File: src/rtl/pwm_channel_ctrl.sv
// Single-channel two-edge PWM whose new period/compare set only takes effect at a period boundary.
// Define PWM_PRESCALER_EN to add the prescale_i tick divider.

module pwm_find_smaller #(
  parameter int Resolution = 16
) (
  input  logic [Resolution-1:0] a,
  input  logic [Resolution-1:0] b,
  output logic [Resolution-1:0] smaller,
  output logic [Resolution-1:0] larger
);

  // order the two compare values
  always_comb begin
    if (a < b) begin
      smaller = a;
      larger  = b;
    end else begin
      smaller = b;
      larger  = a;
    end
  end

endmodule

module pwm_channel_ctrl #(
  parameter int Resolution = 16
) (
  input  logic                  clk_i,
  input  logic                  rst_ni,
  input  logic                  en_i,
  input  logic [Resolution-1:0] period_i,
  input  logic [Resolution-1:0] cmp_a_i,
  input  logic [Resolution-1:0] cmp_b_i,
  input  logic                  upd_req_i,
`ifdef PWM_PRESCALER_EN
  input  logic [15:0]           prescale_i,
`endif
  output logic                  upd_ack_o,
  output logic                  pwm_o,
  output logic [Resolution-1:0] cnt_o,
  output logic                  period_end_o
);

  localparam logic [0:0] IDLE = 1'b0;
  localparam logic [0:0] RUN  = 1'b1;

  localparam logic [Resolution-1:0] ZERO = {Resolution{1'b0}};
  localparam logic [Resolution-1:0] ONE  = {{(Resolution-1){1'b0}}, 1'b1};

  logic [0:0]            state_r;
  logic [0:0]            state_nxt_s;
  logic [Resolution-1:0] cnt_r;
  logic [Resolution-1:0] cnt_nxt_s;
  logic [Resolution-1:0] period_r;
  logic [Resolution-1:0] lo_r;
  logic [Resolution-1:0] hi_r;
  logic [Resolution-1:0] cmp_lo_s;
  logic [Resolution-1:0] cmp_hi_s;
  logic                  armed_r;
  logic                  tick_s;
  logic                  wrap_s;
  logic                  boundary_s;
  logic                  load_s;
  logic                  active_s;
  logic                  window_s;

  pwm_find_smaller #(
    .Resolution(Resolution)
  ) u_order (
    .a       (cmp_a_i),
    .b       (cmp_b_i),
    .smaller (cmp_lo_s),
    .larger  (cmp_hi_s)
  );

`ifdef PWM_PRESCALER_EN
  logic [15:0] psc_r;
  logic [15:0] psc_lim_r;

  // prescaler; the divide ratio is only re-sampled at a rollover so a period never stretches mid-tick
  always_ff @(posedge clk_i or negedge rst_ni) begin
    if (!rst_ni) begin
      psc_r     <= 16'd0;
      psc_lim_r <= 16'd0;
    end else if (!active_s) begin
      psc_r     <= 16'd0;
      psc_lim_r <= prescale_i;
    end else if (psc_r == psc_lim_r) begin
      psc_r     <= 16'd0;
      psc_lim_r <= prescale_i;
    end else begin
      psc_r     <= psc_r + 16'd1;
      psc_lim_r <= psc_lim_r;
    end
  end

  assign tick_s = (state_r == RUN) && (psc_r == psc_lim_r);
`else
  assign tick_s = (state_r == RUN);
`endif

  // period bookkeeping, update gating and next-state decode
  always_comb begin
    active_s   = (state_r == RUN) && en_i;
    wrap_s     = tick_s && (period_r != ZERO) && (cnt_r == (period_r - ONE));
    // a zero period makes every tick a boundary so a stuck channel can still be reprogrammed
    boundary_s = (state_r == IDLE) || (tick_s && ((period_r == ZERO) || wrap_s));
    load_s     = upd_req_i && armed_r && boundary_s;
    window_s   = (cnt_r >= lo_r) && (cnt_r < hi_r) && (cnt_r < period_r);

    if (!active_s) begin
      cnt_nxt_s = ZERO;
    end else if (!tick_s) begin
      cnt_nxt_s = cnt_r;
    end else if (wrap_s || (period_r == ZERO)) begin
      cnt_nxt_s = ZERO;
    end else begin
      cnt_nxt_s = cnt_r + ONE;
    end

    case (state_r)
      IDLE:    state_nxt_s = en_i ? RUN : IDLE;
      RUN:     state_nxt_s = en_i ? RUN : IDLE;
      default: state_nxt_s = IDLE;
    endcase
  end

  // FSM, counter and registered outputs
  always_ff @(posedge clk_i or negedge rst_ni) begin
    if (!rst_ni) begin
      state_r      <= IDLE;
      cnt_r        <= ZERO;
      pwm_o        <= 1'b0;
      period_end_o <= 1'b0;
      upd_ack_o    <= 1'b0;
    end else begin
      state_r      <= state_nxt_s;
      cnt_r        <= cnt_nxt_s;
      pwm_o        <= active_s && window_s;
      period_end_o <= wrap_s;
      upd_ack_o    <= load_s;
    end
  end

  // active compare set; armed_r enforces one ack per request and a low cycle between requests
  always_ff @(posedge clk_i or negedge rst_ni) begin
    if (!rst_ni) begin
      period_r <= ZERO;
      lo_r     <= ZERO;
      hi_r     <= ZERO;
      armed_r  <= 1'b1;
    end else if (load_s) begin
      period_r <= period_i;
      lo_r     <= cmp_lo_s;
      hi_r     <= cmp_hi_s;
      armed_r  <= 1'b0;
    end else begin
      period_r <= period_r;
      lo_r     <= lo_r;
      hi_r     <= hi_r;
      armed_r  <= armed_r | ~upd_req_i;
    end
  end

  assign cnt_o = cnt_r;

endmodule

File: config.mk
export PLATFORM = sky130hd
export DESIGN_NAME = pwm_channel_ctrl
export DESIGN_NICKNAME = d
export VERILOG_FILES = /design/src/rtl/pwm_channel_ctrl.sv
export SDC_FILE = /design/constraint.sdc
export NUM_CORES = 1
export LEC_CHECK = 0
export ABC_CLOCK_PERIOD_IN_PS = 3030
export BUFFER_PORTS_ARGS = -buffer_cell sky130_fd_sc_hd__buf_2
export CORE_UTILIZATION = 45
export CTS_CLUSTER_SIZE = 8
export DETAILED_ROUTE_END_ITERATION = 12
export PLACE_DENSITY = 0.65
export SLEW_MARGIN = 25
export SYNTH_ARGS = -nofsm -noshare
export SYNTH_HDL_FRONTEND = slang
export SYNTH_SLANG_ARGS = --single-unit
File: constraint.sdc
create_clock -name clk_i -period 3.03 [get_ports clk_i]
set_input_delay 0.606 -clock clk_i [delete_from_list [all_inputs] [get_ports clk_i]]
set_output_delay 0.606 -clock clk_i [all_outputs]
set_load 0.05 [all_outputs]
==> reports/results.txt <==
n_diodes: 0
Syn Nets: 625
DR iter-0 viols: 168
FILL cells: 1000
worst slew pin tran: 0.6846 ns
syn_area_per_cell: 10.02 sq um
Yosys top cell area share: 33.42%
post-route minimum period: 2.845 ns
worst relative slew slack: 54.36%
Seq/Total Area, Yosys: 33.93%
Final Hold Fails: 0
Initial Utilization: 46.57%
Worst Slack Setup Final: 0.1849 ns
distinct cell type count after synthesis: 48
r2r setup slk: 0.18 ns
Critical Path RT: 3.24 ns
CP dominant cell by count: a22oi_1
Setup crit start kind: flop
FF/Latch Area: 1730 sq um
ANT nets after route: 0
CP Capture Type: flop
Post-Synthesis Cells: 508
final core occ: 55.88%
CP Class: reg2reg
worst r2r dst: lo_r[0]
num ports: 71
CTS HTree Levels: 3
root buffer cell: clkbuf_16
reg2reg path depth: 9
Max Slew Vio Count: 0
global-route wire length before repair: 19.51 mm
initial antenna violation count: 0
max incr delay on CP: 0.54 ns
most frequent cells in the layout: buf_2, inv_1, dfrtp_1
Max FO, Critical Path: 12
post-DR wirelength/cell: 16.13 um
CTS tree: yes
Worst EP arrival: 3.06 ns
met3 wire len: 373 um
status: complete, no violations
setup TNS: 0 ns
worst hold path class: in2async
gr ovfl total: 0
met2 WL post-DR: 5.848 mm
Nets: 713
DRT Wirelength: 11.92 mm
clock-pin slew on the worst setup and hold paths: 0.05 ns
total core area: 10940 sq um
Post-synth EDFFs: 0
Pwr Total: 3.101 mW
Rows: 38
Hold Buf Count CTS: 0
die area: 11750 sq um
die span in x: 108.4 um
RSZ-0062 raised after global routing: no
share of cells above drive strength 1: 24.04%
Placement Setup Slack: 0.02423 ns
fin crit share: 93.90%
Area Overhead vs Synth: 20.00%
largest area contributor in the netlist: dfrtp_1
synthesized flop and latch total: 69
fmax: 0.3515 GHz
Area contributors post-synth: dfrtp_1, ha_1, mux2i_1, inv_1, mux2_2
pin count of the biggest net entering global routing: 29
M1 wire length: 5.516 mm
GP Congestion: 1.003
reg2reg start: period_r[0]
First-pass DRT Iterations: 4
die height: 108.4 um
Clock Latency Late Sink: 0.33 ns
CTS Buffer Depth: 2
crit-path cells: buf_4, or4_4, nor4_1, a22oi_1, a22oi_1, nand4_2, a21oi_4, buf_12, mux2_2
Synthesis Warnings: 0
commonest non-fill, non-tap cell in the layout: buf_2
clock sinks: 69
CP max-delay cell: or4_4
Post-synth top flop: dfrtp_1
Port-buffer cells: 70
area of the multi-input gates: 3057 sq um
Max Cap Viol: 0
DR DRC count: 0
Netlist Area Pre-Place: 5092 sq um
Total GRT Usage: 21.62%
worst clock skew: 0.004049 ns
asr flop ratio synth: 100.0%
P_leak: 3.211 nW
via count: 3984
# setup viols final: 0
vias per inst: 5.391
Num CTS Buffers: 9
DR top layer: met4
CP bufs+invs: 2
CP top delay family: simple AND/OR/NAND/NOR gates
Cell Pwr Density: 507.5 nW/um^2
Peak VDD IR: 0.0002091 V
Final HPWL DP: 9.193 mm
number of global-route vias before repair: 4093
sequential cells by signal, summed over array words and instances (netlist names):
name	cells
pwm_o	1
hi_r	16
upd_ack_o	1
cnt_o	16
lo_r	16
state_r	1
period_r	16
armed_r	1
period_end_o	1
kinds of logic (layout without fill, tap and decap cells):
kind of cell               count (synthesis)  after routing  synth area share, %
and+or+nand+nor                          107            107                11.94
AOI/OAI and AO/OA                         63             63                8.354
DFF                                       69             69                33.93
buffers and inverters                     86            177                7.052
muxes                                     80             80                16.22
adders and majority gates                 65             65                15.97
xor gates and xnor gates                  38             38                6.536
layer usage:
layer	GRT usage, %	vias to the layer above
li1	-	1953
met1	27.68	1941
met2	37.40	74
met3	3.556	16
met4	6.274	0
met5	0	-
through the flow:
| stage | hold slack, ns | cells | cell area [sq um] |
|---|---|---|---|
| floorplan | 0.3104 | 508 | 5092 |
| global placement | 0.4691 | 723 | 5736 |
| detailed placement | 0.4652 | 723 | 5736 |
| CTS | 0.3403 | 737 | 6036 |
| global route | 0.3564 | 739 | 6111 |
| finish | 0.3191 | 739 | 6111 |
worst register-to-register path, stage by stage, from the launching register on:
cell	delay, ns
dfrtp_1	0.37
buf_4	0.16
or4_4	0.55
nor4_1	0.30
a22oi_1	0.13
a22oi_1	0.21
nand4_2	0.20
a21oi_4	0.27
buf_12	0.19
mux2_2	0.35
Yosys cell counts, types with 2 or more instances:
cell type / instances
a211o_1: 2
a211oi_1: 3
a21o_1: 17
a21oi_1: 18
a22oi_1: 2
and3_1: 2
buf_2: 2
buf_4: 4
clkbuf_1: 10
dfrtp_1: 68
ha_1: 65
inv_1: 68
mux2_2: 20
mux2i_1: 60
nand2_1: 10
nand2b_1: 3
nand3_1: 14
nand4_1: 17
nor2_1: 26
nor2b_1: 6
nor3_1: 4
nor3_2: 2
nor4_1: 9
nor4b_1: 3
o21a_1: 2
o21ai_0: 10
or3_1: 4
xnor2_1: 20
xor2_1: 18
final cells by class:
cell class                      instances  area share (%)
Tap cell                              140           2.867
Inverter                               68           4.177
Sequential cell                        69           28.32
Multi-Input combinational cell        353           50.02
Timing Repair Buffer                   95           9.705
Clock buffer                           13           4.423
Clock inverter                          1          0.4914
power breakdown:
group	leakage (nW)	switching [mW]	total, mW	internal [mW]
combinational	2.22	0.447	0.831	0.384
clock	0.148	0.380	1.08	0.696
sequential	0.842	0.118	1.19	1.08
total	3.21	0.945	3.10	2.16
what timing repair did:
item                                    CTS  global route
endpoints found under the setup margin    0            48
resized for setup                         0             8
endpoints found under the hold margin     0             0
setup buffers                             0             1
how the worst max path moves through the flow:
stage	from	endpoint	depth (start not counted)
finish	period_r[0]	lo_r[0]	9
global route	period_r[1]	hi_r[6]	11
CTS	period_r[1]	lo_r[2]	11
detailed placement	period_r[1]	hi_r[5]	11
global placement	period_r[1]	hi_r[0]	10
floorplan	cnt_o[2]	period_r[10]	9
Note: power is estimated with default switching activity, not from simulation.
